**config.mk**
```make
export PLATFORM = sky130hd
export DESIGN_NAME = multicycle_ctrl
export DESIGN_NICKNAME = d
export VERILOG_FILES = /design/src/rtl/riscv_ctrl_pkg.sv /design/src/rtl/mc_mainfsm.sv /design/src/rtl/multicycle_ctrl.sv
export SDC_FILE = /design/constraint.sdc
export NUM_CORES = 1
export LEC_CHECK = 0
export CORE_AREA = 2 2 39 41
export CTS_CLUSTER_SIZE = 14
export DETAILED_ROUTE_END_ITERATION = 6
export DIE_AREA = 0 0 41 43
export DONT_BUFFER_PORTS = 1
export SYNTH_ARGS = -nofsm -noshare
export SYNTH_HDL_FRONTEND = slang
export SYNTH_SLANG_ARGS = --single-unit
```
**constraint.sdc**
```tcl
create_clock -name clk -period 2.8 [get_ports clk]
set_input_delay 0.84 -clock clk [delete_from_list [all_inputs] [get_ports clk]]
set_output_delay 0.84 -clock clk [all_outputs]
set_load 0.05 [all_outputs]
```
**src/rtl/riscv_ctrl_pkg.sv**
```systemverilog
// Shared encodings for the multicycle RV32I-subset controller: FSM states,
// opcodes and the select/ALU codes driven onto the datapath.
package riscv_ctrl_pkg;

    typedef enum logic [3:0] {
        FETCH    = 4'd0,
        DECODE   = 4'd1,
        MEMADR   = 4'd2,
        MEMREAD  = 4'd3,
        MEMWB    = 4'd4,
        MEMWRITE = 4'd5,
        EXECUTER = 4'd6,
        ALUWB    = 4'd7,
        EXECUTEI = 4'd8,
        JAL      = 4'd9,
        BEQ      = 4'd10
    } state_t;

    localparam logic [6:0] OP_LW    = 7'b0000011;
    localparam logic [6:0] OP_SW    = 7'b0100011;
    localparam logic [6:0] OP_RTYPE = 7'b0110011;
    localparam logic [6:0] OP_ITYPE = 7'b0010011;
    localparam logic [6:0] OP_BEQ   = 7'b1100011;
    localparam logic [6:0] OP_JAL   = 7'b1101111;

    localparam logic [1:0] ALUOP_ADD   = 2'b00;
    localparam logic [1:0] ALUOP_SUB   = 2'b01;
    localparam logic [1:0] ALUOP_FUNCT = 2'b10;

    localparam logic [2:0] ALU_ADD = 3'b000;
    localparam logic [2:0] ALU_SUB = 3'b001;
    localparam logic [2:0] ALU_AND = 3'b010;
    localparam logic [2:0] ALU_OR  = 3'b011;
    localparam logic [2:0] ALU_SLT = 3'b101;

    localparam logic [1:0] IMM_I = 2'b00;
    localparam logic [1:0] IMM_S = 2'b01;
    localparam logic [1:0] IMM_B = 2'b10;
    localparam logic [1:0] IMM_J = 2'b11;

    localparam logic [1:0] RES_ALUOUT    = 2'b00;
    localparam logic [1:0] RES_DATA      = 2'b01;
    localparam logic [1:0] RES_ALURESULT = 2'b10;

    localparam logic [1:0] SRCA_PC    = 2'b00;
    localparam logic [1:0] SRCA_OLDPC = 2'b01;
    localparam logic [1:0] SRCA_RD1   = 2'b10;

    localparam logic [1:0] SRCB_RD2  = 2'b00;
    localparam logic [1:0] SRCB_IMM  = 2'b01;
    localparam logic [1:0] SRCB_FOUR = 2'b10;

endpackage

```
**src/rtl/mc_mainfsm.sv**
```systemverilog
// Main Moore FSM of the multicycle controller. With MULTICYCLE_CTRL_DBG_EN
// defined, the raw state encoding is exported on state_DBG.
module mc_mainfsm
    import riscv_ctrl_pkg::*;
(
    input  logic       clk,
    input  logic       reset,
    input  logic [6:0] op,
    output logic [1:0] ALUOp,
    output logic       AdrSrc,
    output logic       IRWrite,
    output logic       RegWrite,
    output logic       MemWrite,
    output logic       PCUpdate,
    output logic       Branch,
    output logic       illegal_op,
    output logic [1:0] ResultSrc,
    output logic [1:0] ALUSrcA,
    output logic [1:0] ALUSrcB
`ifdef MULTICYCLE_CTRL_DBG_EN
    ,
    output logic [3:0] state_DBG
`endif
);

    state_t state, state_nxt;
    logic   irwrite_raw, regwrite_raw, memwrite_raw;
    logic   pcupdate_raw, branch_raw, illegal_raw;

    always_ff @(posedge clk or posedge reset) begin
        if (reset) state <= FETCH;
        else       state <= state_nxt;
    end

    // Next state and Moore outputs; anything a state does not name stays 0.
    always_comb begin
        state_nxt    = FETCH;
        ALUOp        = ALUOP_ADD;
        AdrSrc       = 1'b0;
        ResultSrc    = RES_ALUOUT;
        ALUSrcA      = SRCA_PC;
        ALUSrcB      = SRCB_RD2;
        irwrite_raw  = 1'b0;
        regwrite_raw = 1'b0;
        memwrite_raw = 1'b0;
        pcupdate_raw = 1'b0;
        branch_raw   = 1'b0;
        illegal_raw  = 1'b0;
        case (state)
            FETCH: begin
                irwrite_raw  = 1'b1;
                ALUSrcB      = SRCB_FOUR;
                ResultSrc    = RES_ALURESULT;
                pcupdate_raw = 1'b1;
                state_nxt    = DECODE;
            end
            DECODE: begin
                ALUSrcA = SRCA_OLDPC;
                ALUSrcB = SRCB_IMM;
                case (op)
                    OP_LW, OP_SW: state_nxt = MEMADR;
                    OP_RTYPE:     state_nxt = EXECUTER;
                    OP_ITYPE:     state_nxt = EXECUTEI;
                    OP_BEQ:       state_nxt = BEQ;
                    OP_JAL:       state_nxt = JAL;
                    default: begin
                        state_nxt   = FETCH;
                        illegal_raw = 1'b1;
                    end
                endcase
            end
            MEMADR: begin
                ALUSrcA   = SRCA_RD1;
                ALUSrcB   = SRCB_IMM;
                state_nxt = (op == OP_LW) ? MEMREAD : MEMWRITE;
            end
            MEMREAD: begin
                AdrSrc    = 1'b1;
                state_nxt = MEMWB;
            end
            MEMWB: begin
                ResultSrc    = RES_DATA;
                regwrite_raw = 1'b1;
            end
            MEMWRITE: begin
                AdrSrc       = 1'b1;
                memwrite_raw = 1'b1;
            end
            EXECUTER: begin
                ALUSrcA   = SRCA_RD1;
                ALUOp     = ALUOP_FUNCT;
                state_nxt = ALUWB;
            end
            EXECUTEI: begin
                ALUSrcA   = SRCA_RD1;
                ALUSrcB   = SRCB_IMM;
                ALUOp     = ALUOP_FUNCT;
                state_nxt = ALUWB;
            end
            ALUWB: begin
                regwrite_raw = 1'b1;
            end
            JAL: begin
                ALUSrcA      = SRCA_OLDPC;
                ALUSrcB      = SRCB_FOUR;
                pcupdate_raw = 1'b1;
                state_nxt    = ALUWB;
            end
            BEQ: begin
                ALUSrcA    = SRCA_RD1;
                ALUOp      = ALUOP_SUB;
                branch_raw = 1'b1;
            end
            default: state_nxt = FETCH;
        endcase
    end

    // Reset forces FETCH, whose outputs would otherwise fire IRWrite/PC update.
    assign IRWrite    = irwrite_raw  & ~reset;
    assign RegWrite   = regwrite_raw & ~reset;
    assign MemWrite   = memwrite_raw & ~reset;
    assign PCUpdate   = pcupdate_raw & ~reset;
    assign Branch     = branch_raw   & ~reset;
    assign illegal_op = illegal_raw  & ~reset;

`ifdef MULTICYCLE_CTRL_DBG_EN
    assign state_DBG = state;
`endif

endmodule

```
**src/rtl/multicycle_ctrl.sv**
```systemverilog
// Multicycle RV32I-subset control unit: main FSM plus ImmSrc/ALU decoders.
// Defining MULTICYCLE_CTRL_DBG_EN adds the state_DBG/ALUOp_DBG ports.
module multicycle_ctrl
    import riscv_ctrl_pkg::*;
(
    input  logic       clk,
    input  logic       reset,
    input  logic [6:0] op,
    input  logic [2:0] funct3,
    input  logic       funct7b5,
    input  logic       Zero,
    output logic       PCWrite,
    output logic       AdrSrc,
    output logic       MemWrite,
    output logic       IRWrite,
    output logic       RegWrite,
    output logic       illegal_op,
    output logic [1:0] ResultSrc,
    output logic [1:0] ALUSrcA,
    output logic [1:0] ALUSrcB,
    output logic [1:0] ImmSrc,
    output logic [2:0] ALUControl
`ifdef MULTICYCLE_CTRL_DBG_EN
    ,
    output logic [3:0] state_DBG,
    output logic [1:0] ALUOp_DBG
`else
`endif
);

    logic [1:0] aluop;
    logic       pcupdate, branch;

    mc_mainfsm u_fsm (
        .clk        (clk),
        .reset      (reset),
        .op         (op),
        .ALUOp      (aluop),
        .AdrSrc     (AdrSrc),
        .IRWrite    (IRWrite),
        .RegWrite   (RegWrite),
        .MemWrite   (MemWrite),
        .PCUpdate   (pcupdate),
        .Branch     (branch),
        .illegal_op (illegal_op),
        .ResultSrc  (ResultSrc),
        .ALUSrcA    (ALUSrcA),
        .ALUSrcB    (ALUSrcB)
`ifdef MULTICYCLE_CTRL_DBG_EN
        ,
        .state_DBG  (state_DBG)
`endif
    );

`ifdef MULTICYCLE_CTRL_DBG_EN
    assign ALUOp_DBG = aluop;
`endif

    assign PCWrite = pcupdate | (branch & Zero);

    always_comb begin
        ImmSrc = IMM_I;
        case (op)
            OP_SW:   ImmSrc = IMM_S;
            OP_BEQ:  ImmSrc = IMM_B;
            OP_JAL:  ImmSrc = IMM_J;
            default: ImmSrc = IMM_I;
        endcase
    end

    // Only R-type (op[5]=1) with funct7b5 turns funct3=000 into subtract.
    always_comb begin
        ALUControl = ALU_ADD;
        case (aluop)
            ALUOP_SUB: ALUControl = ALU_SUB;
            ALUOP_FUNCT: begin
                case (funct3)
                    3'b000:  ALUControl = (op[5] & funct7b5) ? ALU_SUB : ALU_ADD;
                    3'b010:  ALUControl = ALU_SLT;
                    3'b110:  ALUControl = ALU_OR;
                    3'b111:  ALUControl = ALU_AND;
                    default: ALUControl = ALU_ADD;
                endcase
            end
            default: ALUControl = ALU_ADD;
        endcase
    end

endmodule

```
==> results of run 1 <==
## through the flow
step	hold slack, ns	TNS [ns]	util, %	power (mW)	instances
after floorplan	0.607	-0.393	-	0.379	80
after global placement	0.553	0	58.5	0.500	113
after detailed placement	0.549	0	58.5	0.503	113
after CTS	0.410	0	60.1	0.578	116
after global routing	0.426	-0.0159	64.5	0.640	117
final	0.414	0	64.5	0.604	117
## cells in the mapped netlist (all sizes together)
cell type   n  area (µm²)
nor4b       1        8.76
o21ai       2        10.0
inv         8        30.0
a31o        1        8.76
o31ai       3        27.5
and4b       1        10.0
nand2b      4        25.0
or2         1        6.26
nand3b      2        15.0
nand4       1        6.26
ha          2        25.0
nand4bb     1        27.5
xor2        2        17.5
and2b       1        7.51
nand3       2        10.0
nor4        3        18.8
mux2        1        11.3
a211o       1        8.76
nor3        3        15.0
nor2b       2        12.5
a211oi      1        7.51
maj3        1        10.0
nand2       5        18.8
and2        3        18.8
buf         3        15.0
a221oi      1        15.0
clkbuf      1        3.75
nor2       10        37.5
a31oi       1        6.26
or3         2        17.5
o21a        1        7.51
dfrtp       4         100
a21oi       4        20.0
o22ai       1        6.26
## cell usage in the layout, fill, tap and decap left out, types with 2 or more instances in the layout
cell and instances:
sky130_fd_sc_hd__a21oi_1 3, sky130_fd_sc_hd__and2_1 3, sky130_fd_sc_hd__buf_12 2, sky130_fd_sc_hd__buf_4 18, sky130_fd_sc_hd__buf_6 2, sky130_fd_sc_hd__clkbuf_4 3, sky130_fd_sc_hd__dfrtp_1 4, sky130_fd_sc_hd__inv_1 8
sky130_fd_sc_hd__nand2_1 5, sky130_fd_sc_hd__nand2b_1 3, sky130_fd_sc_hd__nand3_1 2, sky130_fd_sc_hd__nand3b_1 2, sky130_fd_sc_hd__nor2_1 8, sky130_fd_sc_hd__nor2_2 2, sky130_fd_sc_hd__nor2b_1 2, sky130_fd_sc_hd__nor3_1 2
sky130_fd_sc_hd__o21ai_0 2, sky130_fd_sc_hd__o31ai_2 2, sky130_fd_sc_hd__or3_4 2, sky130_fd_sc_hd__xor2_1 2
## power by group
part	internal [mW]	total, mW	leakage (nW)	switching (mW)
registers	0.0676	0.0750	0.0539	0.00735
clock network	0.0479	0.0706	0.0138	0.0227
logic	0.162	0.459	0.329	0.297
## cell type report
class	count	area, µm²
sequential	4	100
inverter	8	30.0
tap	16	20.0
fill	121	492
clock buffer	3	22.5
multi-input combinational	64	522
timing repair buffer	22	198
## worst min-delay path by stage
stage                     end  slack (ns)      startpoint
3_5_place_dp   u_fsm.state[2]        0.55  u_fsm.state[3]
2_1_floorplan  u_fsm.state[2]        0.61  u_fsm.state[2]
3_3_place_gp   u_fsm.state[2]        0.55  u_fsm.state[3]
4_1_cts        u_fsm.state[0]        0.41           reset
6_report       u_fsm.state[0]        0.41           reset
5_1_grt        u_fsm.state[1]        0.43           reset
## timing repair
action | 4_1_cts | 5_1_grt
gates resized for setup | 0 | 10
hold endpoints to repair | 0 | 0
endpoints found under the setup margin | 0 | 2
buffers inserted | 0 | 1
## per-layer routing
metal	GRT usage, %	vias up	wire [µm]
met5	0	-	0
met4	14.0	0	25
met3	5.76	2	89
met2	31.3	21	780
met1	24.7	300	615
li1	-	327	-
## cell families (layout without fill, tap and decap cells)
kind of cell | count (synthesis) | count (layout)
buf+inv | 12 | 33
compound gates | 16 | 16
flops | 4 | 4
fa+ha+maj | 3 | 3
xor+xnor | 2 | 2
simple gates | 42 | 42
mux | 1 | 1
## worst max-delay path: cells and delay by family, from the launching register on
kind                     cells  cell delay (ns)
flip-flops                   1             0.42
adder cells (fa/ha/maj)      1             0.23
AO/OA/AOI/OAI                1             0.18
buffers and inverters        3             0.41
AND/OR/NAND/NOR              2             0.40
==> metrics.md, run 1 <==
| Metric | Value |
|---|---|
| Routed length per placed instance | around 13 µm |
| Worst Reg-to-Reg Cells | 4 |
| Highest fanout seen on the critical path | 5 |
| Unique cell type count in the Yosys netlist | 36 |
| Largest family of logic cells by synthesized area | simple AND/OR/NAND/NOR gates |
| CP endpoint | ALUControl[2] |
| Register bit total from synthesis | 4 |
| Largest net degree at the start of global routing | 13 |
| Crit-path max cell delay | 0.42 ns |
| Drt first pass iters | 4 |
| Clock sink total | 4 |
| Final setup margin | about 0.084 ns |
| Fin. Hold Viols | 0 |
| Max-cap violation count | 0 |
| # port buffers | 0 |
| Worst rel slew slack | 67.9% |
| Die boundary height | 43 µm |
| Share of synthesized cell area in full adder, half adder and majority cells | under 10% |
| Vias per inst | 5.56 |
| Type of the tightest min-delay check | input pin to asynchronous set/reset pin |
| Setup violations, final | 0 |
| Element type at the critical path start | flip-flop |
| DRT iter0 DRCs | 9 |
| Max FFs per register | 4 |
| Gate Count Post-Synth | 80 |
| Status | finished, final reports clean |
| DR DRC count | 0 |
| Starting density of the core | between 40% and 50% |
| DP Area | 810 µm² |
| Proportion of layout cells with a drive suffix above 1 | a little over two fifths |
| Total Die Area | between 1500 and 2000 µm² |
| VDD IR-drop max | 0.000243 V |
| Remaining global-route overflow | 0 |
| Sum of routed wire length over all layers | 1510 µm |
| Xor/xnor share of the synthesized area | 2.99% |
| Final instance area | between 800 and 900 µm² |
| Antenna violations before repair | 0 |
| Sequential-to-total area share from yosys stat | approximately 17% |
| Placeable core region | 1380 µm² |
| Count of pins on the block boundary | 31 |
| Final Skew | 0.000369 ns |
| All-layer global routing usage | 20.9% |
| Later-pin clock latency in the skew report | 0.23 ns |
| Portion of the clock cycle consumed by the worst path in the final layout | 97.0% |
| Placed wire-length estimate after detailed placement | 1210 µm |
| Post-synthesis compound-gate area fraction | 20.1% |
| Global-route wire length before repair | around 2500 µm |
| Fmax | 0.368 GHz |
| Cells along the critical path | buf_6 > nand3_1 > a21oi_2 > inv_1 > ha_4 > nor4_4 > buf_12 |
| H-tree depth reported by CTS | 1 |
| TritonCTS clock tree | yes |
| Critical path class | flip-flop to primary output |
| Crit Reg-Reg Startpoint | u_fsm.state[1] |
| Via count of the routed design | 650 |
| Worst-case setup slack after placement | 0.177 ns |
| CTS Root Buffer Type | sky130_fd_sc_hd__clkbuf_4 |
| Pin slew with the least headroom to its limit | 0.486 ns |
| Total standard cell area after synthesis | 586 µm² |
| Final count of pins violating max slew | 0 |
| Weighted congestion at the end of routability-driven global placement | 0.755 |
| Register bank with the most flops | u_fsm.state |
| Register clock-pin slew on the reported worst setup and hold paths | around 0.040 ns |
| Post-synthesis mux area share | 1.92% |
| Rows | 14 |
| Data required time of the worst path | 1.96 ns |
| Data arrival, critical path | 1.88 ns |
| Number of buffers on the longest clock path | 2 |
| Clock period minus worst slack | 2.72 ns |
| Number of buffers inserted for hold repair after clock tree synthesis | 0 |
| Number of global-route vias before repair | 616 |
| Inserted Diodes | 0 |
| Power per cell area | 677 nW/µm² |
| Simple-gate area share of the yosys netlist | approximately 44% |
| Yosys synthesis warning count | 0 |
| Flop-to-flop setup slack | 1.43 ns |
| Count of nets left with antenna violations after detail routing | 0 |
| Syn_nets | 96 |
| Worst Setup SP | u_fsm.state[1] |
| Leakage Power | 0.397 nW |
| Registers with the most flip-flops | u_fsm.state x4 |
| Syn avg cell area | 7.32 µm² |
| Relative area change from synthesis to final layout | 52.4% |
| Inserted Clock Buffers | 3 |
| Setup repair after global routing missed its margin | yes |
| NumNets Final | 119 |
| Highest-delay cell along the critical path | sky130_fd_sc_hd__dfrtp_1 |
| X dimension of the die | 41 µm |
| Endpoint of the most critical register-to-register path | u_fsm.state[3] |
| Endpoint type of the worst setup path | primary output |
Note: power is estimated with default switching activity, not from simulation.
==> run 2: changes to the inputs <==
MAX_ROUTING_LAYER = met4   (was not set)
==> metrics.md, run 2 (same netlist as run 1, synthesis figures left out) <==
| Metric | Value |
|---|---|
| Worst-case setup slack after placement | 0.177 ns (unchanged) |
| Data required time of the worst path | 1.96 ns (about the same) |
| Busiest metal layer after global routing | met2 |
| Via count of the routed design | 647 (-0.46%) |
| TritonCTS clock tree | yes |
| Final instance area | 892 µm² (unchanged) |
| Starting density of the core | 42.3% (unchanged) |
| Max FFs per register | 4 (unchanged) |
| Element type at the critical path start | flip-flop |
| Crit-path max cell delay | 0.42 ns (about the same) |
| Placeable core region | 1380 µm² (unchanged) |
| Weighted congestion at the end of routability-driven global placement | 0.765 (+1.3%) |
| Critical path class | flip-flop to primary output |
| Pin slew with the least headroom to its limit | 0.486 ns (+0.000000596 ns) |
| Largest net degree at the start of global routing | 13 (unchanged) |
| GR Layer Usage met2 | 31.3% (unchanged) |
| Routed length per placed instance | 12.8 µm (-0.53%) |
| Final setup margin | 0.0806 ns (-0.00388 ns) |
| DRT iter0 DRCs | 9 (unchanged) |
| Setup repair after global routing missed its margin | yes |
| Drt first pass iters | 4 (unchanged) |
| NumNets Final | 119 (unchanged) |
| Inserted Diodes | 0 (unchanged) |
| Type of the tightest min-delay check | input pin to asynchronous set/reset pin |
| Max-cap violation count | 0 (unchanged) |
| Power per cell area | 677 nW/µm² (-0.10%) |
| Register bank with the most flops | u_fsm.state |
| Total buffers and inverters traversed by the critical path | 3 (unchanged) |
| Die boundary height | 43 µm (unchanged) |
| Number of global-route vias before repair | 616 (unchanged) |
| Final count of pins violating max slew | 0 (unchanged) |
| Number of buffers on the longest clock path | 2 (unchanged) |
| Register clock-pin slew on the reported worst setup and hold paths | 0.04 ns (about the same) |
| Highest-count cells in the layout ignoring fill and taps | sky130_fd_sc_hd__buf_4 (18), sky130_fd_sc_hd__nor2_1 (8), sky130_fd_sc_hd__inv_1 (8) |
| # port buffers | 0 (unchanged) |
| All-layer global routing usage | 21.5% (+0.52 points) |
| Antenna violations before repair | 0 (unchanged) |
| Relative area change from synthesis to final layout | 52.4% (unchanged) |
| Sum of routed wire length over all layers | 1500 µm (-0.53%) |
| Leakage Power | 0.397 nW (unchanged) |
| Most common library cell in the layout ignoring fill and taps | sky130_fd_sc_hd__buf_4 |
| Remaining global-route overflow | 0 (unchanged) |
| Cell type group with the largest total delay on the critical path | flip-flops |
| Count of nets left with antenna violations after detail routing | 0 (unchanged) |
| Worst rel slew slack | 67.9% (unchanged) |
| Proportion of layout cells with a drive suffix above 1 | 42.6% (unchanged) |
| Final Skew | 0.000369 ns (unchanged) |
| Fmax | 0.368 GHz (-0.14%) |
| Global-route track usage on met3 | 5.24% (-0.52 points) |
| Endpoint type of the worst setup path | primary output |
| H-tree depth reported by CTS | 1 (unchanged) |
| Portion of the clock cycle consumed by the worst path in the final layout | 97.1% (+0.14 points) |
| Inserted Clock Buffers | 3 (unchanged) |
| DP Area | 810 µm² (unchanged) |
| VDD IR-drop max | 0.000243 V (about the same) |
| Highest-delay cell along the critical path | sky130_fd_sc_hd__dfrtp_1 |
| Status | finished, final reports clean |
| CTS Root Buffer Type | sky130_fd_sc_hd__clkbuf_4 |
| Fill cell instance count of the final layout | 121 (unchanged) |
| X dimension of the die | 41 µm (unchanged) |
| Global-route wire length before repair | 2470 µm (unchanged) |
| Placed wire-length estimate after detailed placement | 1210 µm (unchanged) |
| Met1 track demand over resource | 25.0% (+0.32 points) |
| Cells along the critical path | buf_6 > nand3_1 > a21oi_2 > inv_1 > ha_4 > nor4_4 > buf_12 |
| Total Die Area | 1760 µm² (unchanged) |
| DR DRC count | 0 (unchanged) |
| Clock sink total | 4 (unchanged) |
| Number of buffers inserted for hold repair after clock tree synthesis | 0 (unchanged) |
| Rows | 14 (unchanged) |
| Data arrival, critical path | 1.88 ns (about the same) |
| Setup violations, final | 0 (unchanged) |
| Highest fanout seen on the critical path | 5 (unchanged) |
| Registers with the most flip-flops | u_fsm.state x4 |
| Vias per inst | 5.53 (-0.46%) |
| Count of pins on the block boundary | 31 (unchanged) |
| Clock period minus worst slack | 2.72 ns (+0.00388 ns) |
| Later-pin clock latency in the skew report | 0.23 ns (about the same) |
| Fin. Hold Viols | 0 (unchanged) |
## run 2: path summary, 6_finish.rpt
check                                  to  slack [ns]            from  depth (start not counted)
min in group clk           u_fsm.state[2]        0.58  u_fsm.state[3]                          2
max in group asynchronous  u_fsm.state[2]        2.19           reset                          1
hold reg to reg            u_fsm.state[2]        0.58  u_fsm.state[3]                          2
setup reg to reg           u_fsm.state[3]        1.42  u_fsm.state[1]                          4
hold / removal             u_fsm.state[0]        0.41           reset                          1
setup / recovery            ALUControl[2]        0.08  u_fsm.state[1]                          7
## run 2: report_power, final
part	leakage [nW]	internal [mW]	switching, mW
logic	0.329	0.162	0.296
registers	0.0539	0.0676	0.00737
clock network	0.0138	0.0479	0.0227
## run 2: timing repair
| item | CTS | global route |
|---|---|---|
| setup endpoints to repair | 0 | 2 |
| resized for setup | 0 | 10 |
| setup buffers | 0 | 1 |
## run 2: metrics by stage
| stage | power (mW) | hold slack (ns) | instances | util, % | setup TNS, ns |
|---|---|---|---|---|---|
| 2_1_floorplan | 0.379 | 0.607 | 80 | - | -0.393 |
| 3_3_place_gp | 0.500 | 0.553 | 113 | 58.5 | 0 |
| 3_5_place_dp | 0.503 | 0.549 | 113 | 58.5 | 0 |
| 4_1_cts | 0.578 | 0.410 | 116 | 60.1 | 0 |
| 5_1_grt | 0.640 | 0.426 | 117 | 64.5 | -0.0158 |
| 6_report | 0.604 | 0.414 | 117 | 64.5 | 0 |
## run 2: cell type report
cell class              count  area (µm²)  area share (%)
inverters                   8        30.0            3.37
well taps                  16        20.0            2.24
clock buffers               3        22.5            2.52
repair buffers             22         198            22.2
flip-flops and latches      4         100            11.2
multi-input cells          64         522            58.5
## run 2: routing by layer
layer | part of all wire [%] | vias up
met5 | 0 | -
met4 | 1.7 | 0
met3 | 5.5 | 2
met2 | 52 | 21
met1 | 41 | 297
li1 | - | 327
## run 2: worst reg2reg max path, cell delays in order (launching register included)
cell,delay [ns]
sky130_fd_sc_hd__dfrtp_1,0.43
sky130_fd_sc_hd__buf_4,0.18
sky130_fd_sc_hd__nand2b_4,0.16
sky130_fd_sc_hd__or3_4,0.35
sky130_fd_sc_hd__and2b_1,0.20
